<file path="src/rtl/apple1_pkg.sv">
// Shared definitions for the Apple-1 serial PIA: register offsets, the UART
// FSM state encoding and the baud divider calculation.
package apple1_pkg;

  localparam logic KBD   = 1'b0;
  localparam logic KBDCR = 1'b1;
  localparam logic DSP   = 1'b0;
  localparam logic DSPCR = 1'b1;

  typedef enum logic [1:0] {
    IDLE  = 2'd0,
    START = 2'd1,
    DATA  = 2'd2,
    STOP  = 2'd3
  } uart_state_e;

  // Rounded clocks per 16x oversample tick; never below one clock.
  function automatic int calc_div(input int clk_hz, input int baud);
    int d;
    d = (clk_hz + 32'sd8 * baud) / (32'sd16 * baud);
    return (d < 32'sd1) ? 32'sd1 : d;
  endfunction

endpackage

</file>
<file path="src/rtl/uart_pia_if.sv">
// CPU-side bus of the serial PIA: chip selects, address bit, write strobe,
// write data and combinational read data.
interface uart_pia_if;
  logic       enable;
  logic       kbd_cs;
  logic       dsp_cs;
  logic       address;
  logic       w_en;
  logic [7:0] din;
  logic [7:0] dout;

  modport master (output enable, kbd_cs, dsp_cs, address, w_en, din, input dout);
  modport slave  (input enable, kbd_cs, dsp_cs, address, w_en, din, output dout);
endinterface

</file>
<file path="src/rtl/uart_byte_fifo.sv">
// Byte FIFO with power-of-2 depth; push and pop in the same cycle both take
// effect, so a full FIFO accepts a byte when it is popped in that cycle.
module uart_byte_fifo #(
  parameter int DEPTH = 32'sd4
) (
  input  logic                   clk,
  input  logic                   rst_n,
  input  logic                   push,
  input  logic [7:0]             push_data,
  input  logic                   pop,
  output logic                   full,
  output logic                   empty,
  output logic [$clog2(DEPTH):0] count,
  output logic [7:0]             head
);

  localparam int PTR_W = $clog2(DEPTH);
  localparam int CNT_W = PTR_W + 32'sd1;

  logic [7:0]       mem_r [DEPTH];
  logic [PTR_W-1:0] wr_ptr_r;
  logic [PTR_W-1:0] rd_ptr_r;
  logic [CNT_W-1:0] count_r;
  logic             do_pop_s;
  logic             do_push_s;

  assign full      = (count_r == CNT_W'(DEPTH));
  assign empty     = (count_r == {CNT_W{1'b0}});
  assign count     = count_r;
  assign head      = mem_r[rd_ptr_r];
  assign do_pop_s  = pop & ~empty;
  assign do_push_s = push & (~full | do_pop_s);

  // Storage array and write pointer.
  always_ff @(posedge clk or negedge rst_n) begin
    if (!rst_n) begin
      for (int i = 0; i < DEPTH; i++) begin
        mem_r[i] <= 8'h00;
      end
      wr_ptr_r <= {PTR_W{1'b0}};
    end else if (do_push_s) begin
      mem_r[wr_ptr_r] <= push_data;
      wr_ptr_r        <= wr_ptr_r + PTR_W'(1);
    end
  end

  // Read pointer and occupancy count.
  always_ff @(posedge clk or negedge rst_n) begin
    if (!rst_n) begin
      rd_ptr_r <= {PTR_W{1'b0}};
      count_r  <= {CNT_W{1'b0}};
    end else begin
      if (do_pop_s) begin
        rd_ptr_r <= rd_ptr_r + PTR_W'(1);
      end
      case ({do_push_s, do_pop_s})
        2'b10:   count_r <= count_r + CNT_W'(1);
        2'b01:   count_r <= count_r - CNT_W'(1);
        default: count_r <= count_r;
      endcase
    end
  end

endmodule

</file>
<file path="src/rtl/uart_pia.sv">
// Apple-1 keyboard/display PIA replacement backed by an 8N1 UART.
// Optional UART_PIA_UPCASE_EN folds received lowercase letters to uppercase.
module uart_pia
  import apple1_pkg::*;
#(
  parameter int CLK_HZ        = 32'sd14000000,
  parameter int BAUD          = 32'sd115200,
  parameter int RX_FIFO_DEPTH = 32'sd4
) (
  input  logic       clk14,
  input  logic       rst_n,
  uart_pia_if.slave  bus,
  input  logic       uart_rx,
  output logic       uart_tx,
  output logic       uart_cts
);

  localparam int DIV   = calc_div(CLK_HZ, BAUD);
  localparam int DIV_W = (DIV > 32'sd1) ? $clog2(DIV) : 32'sd1;
  localparam int CNT_W = $clog2(RX_FIFO_DEPTH) + 32'sd1;

  logic [DIV_W-1:0] div_cnt_r;
  logic             tick_s;

  logic        rx_meta_r, rx_sync_r, rx_prev_r, rx_fall_s;
  uart_state_e rx_state_r, rx_state_n;
  logic [3:0]  rx_phase_r;
  logic [7:0]  rx_shift_r;
  logic [2:0]  rx_cnt_r;
  logic        rx_wait_r;
  logic        rx_hit_s, rx_phase_clr_s, rx_shift_en_s, rx_cnt_clr_s;
  logic        rx_push_s, rx_wait_set_s, rx_wait_clr_s;
  logic [7:0]  rx_byte_s;

  logic             fifo_full_s, fifo_empty_s;
  logic [CNT_W-1:0] fifo_count_s;
  logic [7:0]       fifo_head_s;
  logic             overrun_r;
  logic             rd_strobe_s, wr_strobe_s, pop_s, ovr_set_s, ovr_clr_s;
  logic [7:0]       dout_s;

  uart_state_e tx_state_r, tx_state_n;
  logic [3:0]  tx_phase_r;
  logic [7:0]  tx_shift_r;
  logic [2:0]  tx_cnt_r;
  logic        tx_out_r;
  logic        tx_busy_s, tx_load_s, tx_hit_s;
  logic        tx_phase_clr_s, tx_shift_en_s, tx_cnt_clr_s, tx_line_s;

  logic unused_ok_s;
  assign unused_ok_s = &{1'b0, fifo_head_s[7], bus.din[7]};

  assign tick_s = (div_cnt_r == DIV_W'(DIV - 32'sd1));

  // Shared 16x oversample tick divider.
  always_ff @(posedge clk14 or negedge rst_n) begin
    if (!rst_n) begin
      div_cnt_r <= {DIV_W{1'b0}};
    end else if (tick_s) begin
      div_cnt_r <= {DIV_W{1'b0}};
    end else begin
      div_cnt_r <= div_cnt_r + DIV_W'(1);
    end
  end

  // Receive line synchronizer plus one delayed copy for edge detection.
  always_ff @(posedge clk14 or negedge rst_n) begin
    if (!rst_n) begin
      rx_meta_r <= 1'b1;
      rx_sync_r <= 1'b1;
      rx_prev_r <= 1'b1;
    end else begin
      rx_meta_r <= uart_rx;
      rx_sync_r <= rx_meta_r;
      rx_prev_r <= rx_sync_r;
    end
  end

  assign rx_fall_s = rx_prev_r & ~rx_sync_r;
  // Start bit is checked mid-bit (8 ticks); later bits are one full period apart.
  assign rx_hit_s  = tick_s & (rx_phase_r == ((rx_state_r == START) ? 4'd7 : 4'd15));

  // RX state register.
  always_ff @(posedge clk14 or negedge rst_n) begin
    if (!rst_n) begin
      rx_state_r <= IDLE;
    end else begin
      rx_state_r <= rx_state_n;
    end
  end

  // RX next state and datapath controls.
  always_comb begin
    rx_state_n     = rx_state_r;
    rx_phase_clr_s = 1'b0;
    rx_shift_en_s  = 1'b0;
    rx_cnt_clr_s   = 1'b0;
    rx_push_s      = 1'b0;
    rx_wait_set_s  = 1'b0;
    rx_wait_clr_s  = 1'b0;
    case (rx_state_r)
      IDLE: begin
        if (rx_fall_s) begin
          rx_state_n     = START;
          rx_phase_clr_s = 1'b1;
        end else begin
          rx_state_n = IDLE;
        end
      end
      START: begin
        if (rx_hit_s) begin
          rx_phase_clr_s = 1'b1;
          rx_cnt_clr_s   = 1'b1;
          rx_state_n     = rx_sync_r ? IDLE : DATA;
        end else begin
          rx_state_n = START;
        end
      end
      DATA: begin
        if (rx_hit_s) begin
          rx_phase_clr_s = 1'b1;
          rx_shift_en_s  = 1'b1;
          rx_state_n     = (rx_cnt_r == 3'd7) ? STOP : DATA;
        end else begin
          rx_state_n = DATA;
        end
      end
      STOP: begin
        if (rx_wait_r) begin
          // Framing error: hold here until the line returns to idle.
          if (rx_sync_r) begin
            rx_state_n    = IDLE;
            rx_wait_clr_s = 1'b1;
          end else begin
            rx_state_n = STOP;
          end
        end else if (rx_hit_s) begin
          rx_phase_clr_s = 1'b1;
          if (rx_sync_r) begin
            rx_push_s  = 1'b1;
            rx_state_n = IDLE;
          end else begin
            rx_wait_set_s = 1'b1;
            rx_state_n    = STOP;
          end
        end else begin
          rx_state_n = STOP;
        end
      end
      default: rx_state_n = IDLE;
    endcase
  end

  // RX phase counter, shift register, bit counter and framing-wait flag.
  always_ff @(posedge clk14 or negedge rst_n) begin
    if (!rst_n) begin
      rx_phase_r <= 4'd0;
      rx_shift_r <= 8'h00;
      rx_cnt_r   <= 3'd0;
      rx_wait_r  <= 1'b0;
    end else begin
      if (rx_phase_clr_s) begin
        rx_phase_r <= 4'd0;
      end else if (tick_s) begin
        rx_phase_r <= rx_phase_r + 4'd1;
      end
      if (rx_shift_en_s) begin
        rx_shift_r <= {rx_sync_r, rx_shift_r[7:1]};
      end
      if (rx_cnt_clr_s) begin
        rx_cnt_r <= 3'd0;
      end else if (rx_shift_en_s) begin
        rx_cnt_r <= rx_cnt_r + 3'd1;
      end
      if (rx_wait_set_s) begin
        rx_wait_r <= 1'b1;
      end else if (rx_wait_clr_s) begin
        rx_wait_r <= 1'b0;
      end
    end
  end

  // Byte presented to the FIFO, optionally case-folded.
  always_comb begin
`ifdef UART_PIA_UPCASE_EN
    if ((rx_shift_r >= 8'h61) && (rx_shift_r <= 8'h7A)) begin
      rx_byte_s = rx_shift_r - 8'h20;
    end else begin
      rx_byte_s = rx_shift_r;
    end
`else
    rx_byte_s = rx_shift_r;
`endif
  end

  uart_byte_fifo #(.DEPTH(RX_FIFO_DEPTH)) u_fifo (
    .clk       (clk14),
    .rst_n     (rst_n),
    .push      (rx_push_s),
    .push_data (rx_byte_s),
    .pop       (pop_s),
    .full      (fifo_full_s),
    .empty     (fifo_empty_s),
    .count     (fifo_count_s),
    .head      (fifo_head_s)
  );

  assign uart_cts    = (fifo_count_s < CNT_W'(RX_FIFO_DEPTH - 32'sd1));
  assign rd_strobe_s = bus.enable & ~bus.w_en;
  assign wr_strobe_s = bus.enable & bus.w_en;
  assign pop_s       = rd_strobe_s & bus.kbd_cs & (bus.address == KBD) & ~fifo_empty_s;
  assign ovr_clr_s   = rd_strobe_s & bus.kbd_cs & (bus.address == KBDCR);
  assign ovr_set_s   = rx_push_s & fifo_full_s & ~pop_s;
  assign tx_busy_s   = (tx_state_r != IDLE);
  assign tx_load_s   = wr_strobe_s & bus.dsp_cs & (bus.address == DSP) & ~tx_busy_s;

  // Sticky overrun flag; a new drop wins over a clearing read.
  always_ff @(posedge clk14 or negedge rst_n) begin
    if (!rst_n) begin
      overrun_r <= 1'b0;
    end else if (ovr_set_s) begin
      overrun_r <= 1'b1;
    end else if (ovr_clr_s) begin
      overrun_r <= 1'b0;
    end
  end

  // Register read mux.
  always_comb begin
    dout_s = 8'h00;
    if (bus.kbd_cs) begin
      case (bus.address)
        KBD:     dout_s = fifo_empty_s ? 8'h00 : {1'b1, fifo_head_s[6:0]};
        KBDCR:   dout_s = {~fifo_empty_s, overrun_r, 6'b000000};
        default: dout_s = 8'h00;
      endcase
    end else if (bus.dsp_cs) begin
      case (bus.address)
        DSP:     dout_s = {tx_busy_s, 7'b0000000};
        DSPCR:   dout_s = 8'h00;
        default: dout_s = 8'h00;
      endcase
    end else begin
      dout_s = 8'h00;
    end
  end

  assign bus.dout = dout_s;
  assign tx_hit_s = tick_s & (tx_phase_r == 4'd15);

  // TX state register.
  always_ff @(posedge clk14 or negedge rst_n) begin
    if (!rst_n) begin
      tx_state_r <= IDLE;
    end else begin
      tx_state_r <= tx_state_n;
    end
  end

  // TX next state, line level and datapath controls.
  always_comb begin
    tx_state_n     = tx_state_r;
    tx_phase_clr_s = 1'b0;
    tx_shift_en_s  = 1'b0;
    tx_cnt_clr_s   = 1'b0;
    tx_line_s      = 1'b1;
    case (tx_state_r)
      IDLE: begin
        tx_line_s = 1'b1;
        if (tx_load_s) begin
          tx_state_n     = START;
          tx_phase_clr_s = 1'b1;
        end else begin
          tx_state_n = IDLE;
        end
      end
      START: begin
        tx_line_s = 1'b0;
        if (tx_hit_s) begin
          tx_state_n     = DATA;
          tx_phase_clr_s = 1'b1;
          tx_cnt_clr_s   = 1'b1;
        end else begin
          tx_state_n = START;
        end
      end
      DATA: begin
        tx_line_s = tx_shift_r[0];
        if (tx_hit_s) begin
          tx_phase_clr_s = 1'b1;
          tx_shift_en_s  = 1'b1;
          tx_state_n     = (tx_cnt_r == 3'd7) ? STOP : DATA;
        end else begin
          tx_state_n = DATA;
        end
      end
      STOP: begin
        tx_line_s  = 1'b1;
        tx_state_n = tx_hit_s ? IDLE : STOP;
      end
      default: begin
        tx_line_s  = 1'b1;
        tx_state_n = IDLE;
      end
    endcase
  end

  // TX phase counter, shift register, bit counter and registered line.
  always_ff @(posedge clk14 or negedge rst_n) begin
    if (!rst_n) begin
      tx_phase_r <= 4'd0;
      tx_shift_r <= 8'h00;
      tx_cnt_r   <= 3'd0;
      tx_out_r   <= 1'b1;
    end else begin
      if (tx_phase_clr_s) begin
        tx_phase_r <= 4'd0;
      end else if (tick_s) begin
        tx_phase_r <= tx_phase_r + 4'd1;
      end
      if (tx_load_s) begin
        tx_shift_r <= {1'b0, bus.din[6:0]};
      end else if (tx_shift_en_s) begin
        tx_shift_r <= {1'b0, tx_shift_r[7:1]};
      end
      if (tx_cnt_clr_s) begin
        tx_cnt_r <= 3'd0;
      end else if (tx_shift_en_s) begin
        tx_cnt_r <= tx_cnt_r + 3'd1;
      end
      tx_out_r <= tx_line_s;
    end
  end

  assign uart_tx = tx_out_r;

endmodule
</file>
<file path="src/flat_wrapper.sv">
// flat-port wrapper written by rule: the top's interface ports become plain ports
module uart_pia_flat import apple1_pkg::*;
#(
  parameter int CLK_HZ        = 32'sd14000000,
  parameter int BAUD          = 32'sd115200,
  parameter int RX_FIFO_DEPTH = 32'sd4
)
  (clk14, rst_n, uart_rx, uart_tx, uart_cts, bus_enable, bus_kbd_cs, bus_dsp_cs, bus_address, bus_w_en, bus_din, bus_dout);
  uart_pia_if bus_i ();
  input  logic clk14;
  input  logic rst_n;
  input  logic uart_rx;
  output logic uart_tx;
  output logic uart_cts;
  input wire logic [$bits(bus_i.enable)-1:0] bus_enable;
  input wire logic [$bits(bus_i.kbd_cs)-1:0] bus_kbd_cs;
  input wire logic [$bits(bus_i.dsp_cs)-1:0] bus_dsp_cs;
  input wire logic [$bits(bus_i.address)-1:0] bus_address;
  input wire logic [$bits(bus_i.w_en)-1:0] bus_w_en;
  input wire logic [$bits(bus_i.din)-1:0] bus_din;
  output wire logic [$bits(bus_i.dout)-1:0] bus_dout;
  assign bus_i.enable = bus_enable;
  assign bus_i.kbd_cs = bus_kbd_cs;
  assign bus_i.dsp_cs = bus_dsp_cs;
  assign bus_i.address = bus_address;
  assign bus_i.w_en = bus_w_en;
  assign bus_i.din = bus_din;
  assign bus_dout = bus_i.dout;
  uart_pia #(.CLK_HZ(CLK_HZ), .BAUD(BAUD), .RX_FIFO_DEPTH(RX_FIFO_DEPTH)) u_core (.clk14(clk14), .rst_n(rst_n), .bus(bus_i), .uart_rx(uart_rx), .uart_tx(uart_tx), .uart_cts(uart_cts));
endmodule
</file>
<file path="config.mk">
export PLATFORM = sky130hd
export DESIGN_NAME = uart_pia_flat
export DESIGN_NICKNAME = d
export VERILOG_FILES = /design/src/rtl/apple1_pkg.sv /design/src/rtl/uart_pia_if.sv /design/src/rtl/uart_byte_fifo.sv /design/src/rtl/uart_pia.sv /design/src/flat_wrapper.sv
export SDC_FILE = /design/constraint.sdc
export NUM_CORES = 1
export LEC_CHECK = 0
export CELL_PAD_IN_SITES_DETAIL_PLACEMENT = 1
export CELL_PAD_IN_SITES_GLOBAL_PLACEMENT = 1
export CORE_UTILIZATION = 40
export DETAILED_ROUTE_END_ITERATION = 8
export GPL_ROUTABILITY_DRIVEN = 0
export PLACE_DENSITY_LB_ADDON = 0.12
export SYNTH_ARGS = -nofsm -noshare
export SYNTH_HDL_FRONTEND = slang
export SYNTH_SLANG_ARGS = --single-unit
</file>
<file path="constraint.sdc">
create_clock -name clk14 -period 5.2 [get_ports clk14]
set_input_delay 0.78 -clock clk14 [delete_from_list [all_inputs] [get_ports clk14]]
set_output_delay 0.78 -clock clk14 [all_outputs]
set_load 0.05 [all_outputs]
</file>
# Word level (Yosys, flattened, before mapping)
# Cells that the tools add are included.
[word_totals]
reg_bits = 82
latchBits = 0
ram_bits = 0
rom_bits = 0
in_bits = 16
word_cells = 156
memories = 0
[op_classes]
add_sub_neg = 9
n_mul = 0
div_mod_pow = 0
n_lt_le_gt_ge = 4
eq_ne = 14
shift = 0
mux = 65
bitwise = 26
n_reduce_logical = 16
[ops]
columns = ["operator", "n"]
rows = [
  ["8-bit 2-to-1 mux", 6],
  ["32-bit bitwise mux", 1],
  ["8-bit one-hot mux with 2 select lines", 2],
  ["1-bit 2-to-1 mux", 27],
  ["4-bit 2-to-1 mux", 5],
  ["2-bit 2-to-1 mux", 9],
  ["2-bit nonzero test", 9],
  ["1-bit AND", 16],
  ["8-bit binary-select mux with 2-bit select", 1],
  ["8-bit demux with 2-bit select", 1],
  ["2-bit one-hot mux with 4 select lines", 2],
  ["3-bit 2-to-1 mux", 5],
  ["7-bit 2-to-1 mux", 2],
  ["3-bit by 1-bit adder with 3-bit output (second input constant)", 4],
  ["3-bit == test (second input constant)", 4],
  ["2-bit == test (second input constant)", 5],
  ["4-bit by 1-bit adder with 4-bit output (second input constant)", 2],
  ["1-bit NOT", 7],
  ["2-bit by 1-bit == test with 1-bit output (second input constant)", 3],
  ["3-bit greater-or-equal comparator (second input constant)", 2],
  ["2-bit NOT with 3-bit output", 2],
  ["1-bit one-hot mux with 3 select lines", 2],
  ["3-bit one-hot mux with 2 select lines", 1],
  ["2-bit OR reduction", 3],
  ["11 further kinds", 13],
]

# Depth between registers and ports, before layout
[logic_depth]
word_depth = 10
mapped_depth = 12
ltp_nobuf = 11

# Modules after synthesis
# From an unflattened synthesis, not the netlist that was laid out.
[unflattened]
cells_unflattened = 323
area_unflattened_um2 = 4028.9
[modules_own_cells]
columns = ["module", "n_inst", "cells_each", "area_per_inst_um2", "seq_area_each_um2"]
rows = [
  ["uart_pia", 1, 208, 2227.1, 1056.0],
  ["uart_byte_fifo", 1, 115, 1801.7, 975.9],
]

# Worst setup path before layout
# No wires, ideal clock.
[synth_path]
path_kind = "input to register"
from = "in bus_address"
to = "reg u_core.u_fifo.count_r[2] (netlist: u_core.u_fifo.count[2])"
setup_ns = 0.125
arrival_time_ns = 2.602
slack_ns = 2.472
cell_stages = 9
path_buffers = 0
path_cell_list = "nand4bb_4 -> a2111oi_4 -> inv_1 -> ha_1 -> inv_1 -> fa_1 -> xor2_1 -> nor2_1 -> xor2_1"
[synth_via]
elab_chain_len = 8
word_cells_on_any_way = 10
[synth_rtl]
columns = ["item", "line_no", "text"]
rows = [
  ["start: declaration", "flat_wrapper.sv:18", "input wire logic [$bits(bus_i.address)-1:0] bus_address;"],
  ["1-bit NOT *", "uart_pia.sv:211", "assign pop_s = rd_strobe_s & bus.kbd_cs & (bus.address == KBD) & ~fifo_empty_s;"],
  ["1-bit AND * (2 in series)", "uart_pia.sv:211", ""],
  ["1-bit AND *", "uart_byte_fifo.sv:31", "assign do_pop_s = pop & ~empty;"],
  ["1-bit OR", "uart_byte_fifo.sv:32", "assign do_push_s = push & (~full | do_pop_s);"],
  ["1-bit AND", "uart_byte_fifo.sv:32", ""],
  ["2-bit by 1-bit == test with 1-bit output / 2-bit == test (equally long branches)", "uart_byte_fifo.sv:56", "case ({do_push_s, do_pop_s})"],
  ["3-bit one-hot mux with 2 select lines / 2-bit nonzero test (equally long branches)", "--", ""],
  ["end signal: assignment", "uart_byte_fifo.sv:57", "2'b10: count_r <= count_r + CNT_W'(1);"],
  ["end signal: assignment", "uart_byte_fifo.sv:58", "2'b01: count_r <= count_r - CNT_W'(1);"],
  ["end signal: assignment", "uart_byte_fifo.sv:59", "default: count_r <= count_r;"],
  ["end: declaration", "uart_byte_fifo.sv:23", "logic [CNT_W-1:0] count_r;"],
]
# Mark *: on every way between the ends. The rest lies on a longest branch, timed or not.
# A chain may end at the register's enable or synchronous reset.

# Final worst setup path
[layout_path]
from = "in bus_kbd_cs"
to = "out bus_dout[4]"
[layout_via]
elab_chain_len = 1
[layout_rtl]
columns = ["item", "line_no", "text"]
rows = [
  ["start: declaration", "flat_wrapper.sv:16", "input wire logic [$bits(bus_i.kbd_cs)-1:0] bus_kbd_cs;"],
  ["8-bit 2-to-1 mux", "uart_pia.sv:231", "if (bus.kbd_cs) begin"],
  ["end: declaration", "flat_wrapper.sv:21", "output wire logic [$bits(bus_i.dout)-1:0] bus_dout;"],
]
# No other way between the ends.

==> results.cfg <==
[detailed_routing]
drc = 0
wl_per_cell_um = 16.0
routed_via_density = 5.13
dr.pass1.iters = 4
drt_iter0_drc = 65
vias = 2402
antenna_left = 0
drt-total-wl_um = 7500

[logic_synthesis]
postSynthCellCount = 306
syn_nets = 346
syn-mean-instance-area_um2 = 12.6
synth_flop_cell = dfrtp_1
seq_area_frac_synth_pct = 50.1
synth-edff-count = 0
synthArstFlopShare_pct = 100
yosysWarnings = 0
synth_seq_cells = 77
synth_cell_types = 48
netlist_area_um2 = 3850

[floorplan]
row_count = 35
initial_core_util_pct = 41.5
die_h_um = 100
dieWidth_um = 100
pin_count = 26
die_area_um2 = 10000
coreArea_um2 = 9280

[global_route]
grt_pass1_vias = 2479
grt_pass1_wl_um = 12700
grt-ovfl-total = 0
grt_use_total_pct = 16.6
antenna_found_initial = 0
grt_max_degree = 78

[critical_path]
critical_path.max_fanout = 7
reg2reg_slack_ns = 1.97
worstRegToRegCells = 11
worst_setup_path_end_kind = output pin
r2r-start = u_core.div_cnt_r[0]
start_kind = primary input
r2r-end = u_core.u_fifo.count[2]
cp_data_arrival_time_ns = 2.84
criticalPathCategory = in -> out
cp.required_ns = 4.42

[clock_network]
cts-root-buf = clkbuf_8
clkSlewWorstSetupHoldPaths_ns = 0.09
clock-sinks = 77
cts_max_level = 3
cts_hold_buffers = 0
cts_tree = built
cts_buffers = 9
cts-resized-gates = 0
cts_buffer_depth = 2
clock_latency_ns = 0.35
post-cts-setup-buffers = 0

[pwr]
p_leak_nw = 2.05
vdd_drop_max_v = 0.000129
total_power_mw = 1.27
power_density_nw_per_um2 = 289

[sta]
min_period_over_period_pct = 69.7
slew_headroom_pct = 34.5
rsz0062_at_grt = no
max_freq_mhz = 276
timing.final.max_slew_violations = 0
final-hold-violation-count = 0
final.setup_skew_ns = 0.0176
tightest_slew_ns = 0.983
setup_violations = 0
finalSetupTns_ns = 0
period_minus_slack_ns = 3.62

[hold_path]
worstHoldPathType = reg -> reg
hp-start = u_core.rx_meta_r
hold_path_end = u_core.rx_sync_r
hold-path-cell-count = 0

[cells_and_area]
diodes = 0
drive_above_1_share_pct = 13.9
nets = 374
finalInstanceArea_um2 = 4390
stdcell_count = 468
syn_to_final_growth_pct = 14.0

[flow_run]
cap_violations = 0

[placement]
dp_cells = 452
placed_area_um2 = 4210
place_hpwl_um = 5120
port_buffers = 24

[run_status]
status = finished, final reports clean
[critical path, cell delays in order]
cell             delay (ns)
clkdlybuf4s50_1        0.63
nand3b_1               0.34
nor2b_1                0.25
clkdlybuf4s50_1        0.83
[metrics by stage]
step | setup slack (ns) | hold slack (ns) | utilization, %
after detailed placement | 1.58 | 0.350 | 45.4
after global routing | 1.47 | 0.364 | 47.3
after global placement | 1.59 | 0.348 | 45.4
after floorplan | 2.47 | 0.345 | -
after CTS | 1.56 | 0.363 | 47.3
final | 1.58 | 0.362 | 47.3
[kinds of logic after synthesis]
| kind of cell | Yosys count | share of synthesized area [%] |
|---|---|---|
| AOI/OAI and AO/OA | 42 | 7.40 |
| and+or+nand+nor | 77 | 11.8 |
| muxes | 53 | 17.2 |
| xor gates and xnor gates | 13 | 3.15 |
| DFF | 77 | 50.1 |
| buffers and inverters | 20 | 2.34 |
| adders and majority gates | 24 | 7.98 |
[worst max path at each step]
stage	startpoint	to	slack, ns
2_1_floorplan	bus_address	u_core.u_fifo.count[2]	2.47
3_3_place_gp	bus_kbd_cs	bus_dout[4]	1.59
3_5_place_dp	bus_kbd_cs	bus_dout[4]	1.58
4_1_cts	bus_kbd_cs	bus_dout[4]	1.56
5_1_grt	bus_kbd_cs	bus_dout[4]	1.47
6_report	bus_kbd_cs	bus_dout[4]	1.58
[synthesized netlist by cell type, drive strengths merged (6+ instances only)]
cell type   n  share of area [%]
nor2       22                2.1
inv        13                1.3
mux4        7                4.1
mux2       37                 11
mux2i       9                2.3
a22o        6                1.4
nor2b       9                1.5
ha         23                7.5
nand2      18                2.5
o21ai       8                1.0
a21oi      16                2.1
xnor2       6                1.6
xor2        7                1.6
dfrtp      73                 47
[flip-flops by register name, summed over array words and instances, names as in the netlist]
signal	cells
u_core.tx_state_r	2
u_core.tx_cnt_r	3
u_core.rx_prev_r	1
u_core.u_fifo.mem_r	28
u_core.u_fifo.wr_ptr_r	2
u_core.tx_shift_r	7
u_core.rx_phase_r	4
u_core.rx_sync_r	1
u_core.rx_meta_r	1
u_core.div_cnt_r	3
u_core.u_fifo.rd_ptr_r	2
u_core.overrun_r	1
u_core.rx_byte_s	8
u_core.tx_phase_r	4
u_core.rx_wait_r	1
u_core.rx_cnt_r	3
u_core.uart_tx	1
u_core.rx_state_r	2
u_core.u_fifo.count	3
[routing by layer]
metal | track usage (%) | up-vias | routed length (um)
met5 | 0 | - | 0
met4 | 6.35 | 0 | 121
met3 | 3.48 | 8 | 205
met2 | 24.2 | 32 | 3310
met1 | 24.3 | 1216 | 3860
li1 | - | 1146 | -
[power breakdown]
part	internal (mW)	switching (mW)
Clock	0.179	0.245
Combinational	0.0786	0.0858
Sequential	0.624	0.0588
[placed cells by master, fill, tap and decap left out, drive strengths merged, types with 9 or more instances in the layout]
cell type and instances:
nor2 22, nand2 18, a21oi 16, nor2b 9, mux2 37, inv 15
ha 23, mux2i 9, dfrtp 73, clkbuf 9, clkdlybuf4s50 23
[layout make-up]
type,instances,area [um2]
Clock inverter,7,57.6
Sequential cell,77,1930
Inverter,13,48.8
Clock buffer,9,124
Fill cell,989,4890
Timing Repair Buffer,24,238
Multi-Input combinational cell,209,1830
Tap cell,129,161
Power figures use the tool's default switching activity.
